==> src/rtl/n64adv2_vinfo_demux.sv <==
// N64 VI input stage: rebuilds {sync, R, G, B} pixels from the 4-phase VI bus,
// measures lines per field and derives PAL / interlace flags with hysteresis.
module n64adv2_vinfo_demux #(
  parameter int color_width     = 7,
  parameter int linecnt_width   = 10,
  parameter int pal_line_thresh = 290,
  parameter int mode_confirm    = 2
) (
  input  logic                       clk,
  input  logic                       rst,
  input  logic                       nVDSYNC_i,
  input  logic [color_width-1:0]     VD_i,
  input  logic                       clr_err_i,
  output logic [3:0]                 sync_o,
  output logic [3*color_width-1:0]   vdata_o,
  output logic                       vdata_valid_o,
  output logic [linecnt_width-1:0]   linecnt_o,
  output logic                       palmode_o,
  output logic                       interlaced_o,
  output logic                       desync_err_o
);

  typedef enum logic [2:0] {PH_IDLE, PH_S, PH_R, PH_G, PH_B} phase_t;

  localparam int LW = linecnt_width;
  localparam int CW = color_width;
  localparam logic [LW-1:0] cnt_max   = '1;
  localparam logic [LW-1:0] cnt_one   = LW'(1);
  localparam logic [LW:0]   ext_one   = (LW+1)'(1);
  localparam logic [2:0]    agree_max = 3'd7;
  localparam logic [2:0]    agree_one = 3'd1;
  localparam logic [2:0]    confirm   = 3'(mode_confirm);

  phase_t        phase_reg, phase_next;
  logic          phase_err;
  logic [3:0]    sync_sh_reg;
  logic [CW-1:0] r_sh_reg, g_sh_reg, b_sh_reg;

  logic          vs_hist_reg, hs_hist_reg;
  logic          hs_fall, vs_fall;
  logic [LW-1:0] line_cnt_reg, line_inc, field_cnt, prev_cnt_reg;
  logic          have_prev_reg;
  logic          pal_cand, il_cand;
  logic          pal_cand_reg, il_cand_reg;
  logic [2:0]    pal_agree_reg, pal_agree_next;
  logic [2:0]    il_agree_reg, il_agree_next;
  logic          field_end_reg;

  // A low nVDSYNC_i always restarts the pixel; only B may legally see it.
  always_comb begin
    phase_next = phase_reg;
    phase_err  = 1'b0;
    if (!nVDSYNC_i) begin
      phase_next = PH_S;
      phase_err  = (phase_reg == PH_S) || (phase_reg == PH_R) || (phase_reg == PH_G);
    end else begin
      case (phase_reg)
        PH_S:    phase_next = PH_R;
        PH_R:    phase_next = PH_G;
        PH_G:    phase_next = PH_B;
        PH_B: begin
          phase_next = PH_IDLE;
          phase_err  = 1'b1;
        end
        default: phase_next = PH_IDLE;
      endcase
    end
  end

  always_ff @(posedge clk) begin
    if (rst) begin
      phase_reg   <= PH_IDLE;
      sync_sh_reg <= '0;
      r_sh_reg    <= '0;
      g_sh_reg    <= '0;
      b_sh_reg    <= '0;
    end else begin
      phase_reg <= phase_next;
      case (phase_next)
        PH_S:    sync_sh_reg <= VD_i[3:0];
        PH_R:    r_sh_reg    <= VD_i;
        PH_G:    g_sh_reg    <= VD_i;
        PH_B:    b_sh_reg    <= VD_i;
        default: ;
      endcase
    end
  end

  // Commit the whole pixel at once so sync_o and vdata_o are always coherent.
  always_ff @(posedge clk) begin
    if (rst) begin
      sync_o        <= '0;
      vdata_o       <= '0;
      vdata_valid_o <= 1'b0;
      desync_err_o  <= 1'b0;
    end else begin
      vdata_valid_o <= (phase_reg == PH_B);
      if (phase_reg == PH_B) begin
        sync_o  <= sync_sh_reg;
        vdata_o <= {r_sh_reg, g_sh_reg, b_sh_reg};
      end
      if (phase_err) begin
        desync_err_o <= 1'b1;
      end else if (clr_err_i) begin
        desync_err_o <= 1'b0;
      end
    end
  end

  always_comb begin
    hs_fall   = vdata_valid_o && hs_hist_reg && !sync_o[1];
    vs_fall   = vdata_valid_o && vs_hist_reg && !sync_o[3];
    line_inc  = (line_cnt_reg == cnt_max) ? cnt_max : line_cnt_reg + cnt_one;
    field_cnt = hs_fall ? line_inc : line_cnt_reg;
    pal_cand  = 32'(field_cnt) > 32'(pal_line_thresh);
    il_cand   = have_prev_reg &&
                (({1'b0, field_cnt} == {1'b0, prev_cnt_reg} + ext_one) ||
                 ({1'b0, prev_cnt_reg} == {1'b0, field_cnt} + ext_one));
    if (pal_cand != pal_cand_reg) begin
      pal_agree_next = agree_one;
    end else begin
      pal_agree_next = (pal_agree_reg == agree_max) ? agree_max : pal_agree_reg + agree_one;
    end
    if (il_cand != il_cand_reg) begin
      il_agree_next = agree_one;
    end else begin
      il_agree_next = (il_agree_reg == agree_max) ? agree_max : il_agree_reg + agree_one;
    end
  end

  always_ff @(posedge clk) begin
    if (rst) begin
      vs_hist_reg   <= 1'b0;
      hs_hist_reg   <= 1'b0;
      line_cnt_reg  <= '0;
      linecnt_o     <= '0;
      prev_cnt_reg  <= '0;
      have_prev_reg <= 1'b0;
      pal_cand_reg  <= 1'b0;
      il_cand_reg   <= 1'b0;
      pal_agree_reg <= '0;
      il_agree_reg  <= '0;
      field_end_reg <= 1'b0;
      palmode_o     <= 1'b0;
      interlaced_o  <= 1'b0;
    end else begin
      field_end_reg <= vs_fall;
      if (vdata_valid_o) begin
        vs_hist_reg <= sync_o[3];
        hs_hist_reg <= sync_o[1];
      end
      if (vs_fall) begin
        linecnt_o     <= field_cnt;
        line_cnt_reg  <= '0;
        prev_cnt_reg  <= field_cnt;
        have_prev_reg <= 1'b1;
        pal_cand_reg  <= pal_cand;
        il_cand_reg   <= il_cand;
        pal_agree_reg <= pal_agree_next;
        il_agree_reg  <= il_agree_next;
      end else if (hs_fall) begin
        line_cnt_reg <= line_inc;
      end
      // Flags follow a candidate only once it has held for mode_confirm fields.
      if (field_end_reg) begin
        if (pal_agree_reg >= confirm && pal_cand_reg != palmode_o) begin
          palmode_o <= pal_cand_reg;
        end
        if (il_agree_reg >= confirm && il_cand_reg != interlaced_o) begin
          interlaced_o <= il_cand_reg;
        end
      end
    end
  end

endmodule

==> config.mk <==
export PLATFORM = sky130hd
export DESIGN_NAME = n64adv2_vinfo_demux
export DESIGN_NICKNAME = d
export VERILOG_FILES = /design/src/rtl/n64adv2_vinfo_demux.sv
export SDC_FILE = /design/constraint.sdc
export NUM_CORES = 1
export LEC_CHECK = 0
export CAP_MARGIN = 20
export CORE_ASPECT_RATIO = 1.4
export CORE_MARGIN = 1
export CORE_UTILIZATION = 54
export DETAILED_ROUTE_END_ITERATION = 10
export PLACE_DENSITY = 0.77
export SYNTH_ARGS = -nofsm -noshare
export SYNTH_HDL_FRONTEND = slang
export SYNTH_SLANG_ARGS = --single-unit
export TNS_END_PERCENT = 20
==> constraint.sdc <==
create_clock -name clk -period 4.9 [get_ports clk]
set_input_delay 0.49 -clock clk [delete_from_list [all_inputs] [get_ports clk]]
set_output_delay 0.49 -clock clk [all_outputs]
set_load 0.05 [all_outputs]
==> impl_results.md <==
- Post-CTS setup buffer count: 0
- Final Hold Viols: 0
- Antenna diodes: 0
- Inserted Clock Buffers: 9
- Worst Path Max Fanout: 9
- Tot GR Track Use: 24.5%
- Resized cells post-CTS: 0
- Required @ worst endpoint: 5.21 ns
- Die height: 108 um
- Synth warn: 0
- Combinational cell fraction of total power: 3.3%
- Setup-failing EPs final: 0
- Std cell rows: 38
- Mapped Cells: 508
- CP max stage delay: 0.50 ns
- DP Wirelength: 7210 um
- Finished Layout Cells: 644
- DR top layer: met4
- Fin area: 5000 sq um
- Register area share after synthesis: 41.4%
- Root Buffer: clkbuf_8
- Fin nets: 557
- Top-count cell post-synth: nand2_1
- Core area: 7750 sq um
- CP Launch Type: flop
- Clk_skew: 0.00753 ns
- GRT Residual Overflow: 0
- Num Clock Sinks: 89
- GPL Wtd Cong: 0.880
- Metal3 WL: 314 um
- Status: finished clean
- Synth Flop Type: dfxtp_1
- PortBufs: 49
- DR pass1 iterations: 4
- Pint: 996 uW
- Area leader, netlist: dfxtp_1
- Period utilization: 63.3%
- Vias in the first global route: 3308
- Leak Pwr: 1.75 nW
- First-pass GRT wire length: 16000 um
- Worst-path clk slew: 0.09 ns
- Clock Path Buffers: 2
- Initial antenna violation count: 0
- DIE AREA: 8340 sq um
- Met1 Wirelength: 4080 um
- CP endpoint kind: flop
- Met2 WL post-DR: 5240 um
- Fmax achieved: 323 MHz
- Mapped Area: 4310 sq um
- CP cell instances: ha_1 > nand4b_1 > nor4b_2 > or2_1 > nand4b_1 > nor2_1 > o41ai_1 > nor2_2 > or3_1 > nand3_1
- Skew-Pair Late Insertion Delay: 0.36 ns
- DRC: 0
- FF+latch count, synth: 89
- Async SR Flop Fraction: 0%
- Io pins: 50
- Worst EP arrival: 3.41 ns
- DRT antenna net count: 0
- Yosys cell types: 69
- Reg2Reg Setup Slack: 1.80 ns
- Clk pwr share: 40.0%
- Worst Hold Class: flop to flop
- Net Sw Frac: 23.0%
- DR vias/cell: 5.68
- CTS tree: yes
- Largest net degree at the start of global routing: 62
- Setup TNS: 0 ns
- Placed cell count: 629
- Sequential share of power: 56.7%
- Initial Util: 55.6%
- PD cells: 259 nW/um^2
- Max FFs per register: 21
- Synth top area cells: dfxtp_1 (41%), nand2_1 (8.5%), mux2i_1 (6.0%)
- DR iter-0 viols: 171
- Max stage delay cell, worst path: o41ai_1
- Sw power: 298 uW
- Critical Path Most Common Cell: nand4b_1
- DRT Wirelength: 9940 um
- Average wire per standard cell: 15.4 um
- Fin crit period: 3.10 ns
- EDFF count, synth: 0
- Avg Inst Size Synth: 8.48 sq um
- Vias: 3657
- Die width: 77.5 um
- Top-area cell type share of the netlist area: 41.4%
- Relative slew slack: 30.5%
- Crit path kind: flop to flop
- Area Overhead vs Synth: 16.1%
- H-tree depth: 3
- Placed instance area: 4800 sq um
- Layout cells sized above 1: 8.27%
- RSZ-0062 raised after global routing: false
- Max-cap viol count: 0
- Post-CTS Hold Buffers: 0
- Worst-Margin Slew: 1.04 ns
- Final slew viol count: 0
- Commonest cells in the netlist: nand2_1 (98), dfxtp_1 (89), nor2_1 (61), a21oi_1 (50), mux2i_1 (26)
- Worst vdd ir: 0.240 mV
- Post-Syn Nets: 525
-- power by group through the flow --
stage	logic (mW)	clock network, mW	registers [mW]
2_1_floorplan	0.0246	0	0.751
4_1_cts	0.0436	0.525	0.733
6_report	0.0433	0.517	0.733
3_5_place_dp	0.0435	0	0.750
5_1_grt	0.0467	0.550	0.734
3_3_place_gp	0.0429	0	0.750
-- path summary, 6_finish.rpt --
check                                startpoint              end  cells after the start
worst max-delay path            line_cnt_reg[0]  il_agree_reg[1]                     10
worst max register to register  line_cnt_reg[0]  il_agree_reg[1]                     10
worst min register to register   sync_sh_reg[0]        sync_o[0]                      2
worst min-delay path             sync_sh_reg[0]        sync_o[0]                      2
-- cells in the final DEF, fill, tap and decap left out, types with 3 or more instances in the layout --
cell type	instances
dfxtp_1	89
xnor2_1	14
xor2_1	6
a21oi_1	50
and2_1	6
nor4_1	4
nand4_1	7
or3_1	3
ha_1	6
a31oi_1	3
clkdlybuf4s50_1	48
inv_1	5
nand3_1	11
and3_1	5
o31ai_1	5
mux2_2	5
nor4b_1	4
mux2i_1	26
nand2b_1	4
nand2_1	98
nor2_1	61
nor3_1	6
clkbuf_8	10
-- kinds of logic after synthesis --
family | count (synthesis) | share of synthesized area [%]
buffers and inverters | 35 | 3.57
AND/OR/NAND/NOR | 235 | 26.7
XOR/XNOR | 22 | 4.97
multiplexers | 35 | 8.54
flip-flops | 89 | 41.4
AO/OA/AOI/OAI | 86 | 13.1
adder cells (fa/ha/maj) | 6 | 1.74
-- critical path, delay by kind of cell, from the launching register on --
kind                     cells  cell delay, ns
adder cells (fa/ha/maj)      1            0.30
AND/OR/NAND/NOR              8            1.77
AO/OA/AOI/OAI                1            0.50
flip-flops                   1            0.48
-- stage by stage --
step | util [%] | hold WS [ns] | total power, mW | setup slack [ns]
after CTS | 64.5 | 0.458 | 1.30 | 1.84
after detailed placement | 61.9 | 0.446 | 0.794 | 1.85
after global routing | 64.5 | 0.472 | 1.33 | 1.56
final | 64.5 | 0.453 | 1.29 | 1.80
after global placement | 61.9 | 0.438 | 0.793 | 1.94
after floorplan | - | 0.431 | 0.776 | 2.02
-- cell type report --
cell class                 count  area, sq um
clock buffer                  10          138
clock inverter                 5         63.8
fill                         638         2750
inverter                       5         18.8
multi-input combinational    384         2370
sequential                    89         1780
tap                          100          125
timing repair buffer          51          500
-- metal layers --
layer,vias up,GRT usage [%]
met4,0,13.9
met1,1731,27.3
met5,-,0
met2,81,44.4
met3,24,3.31
li1,1821,-
(Power assumes the default switching activity.)
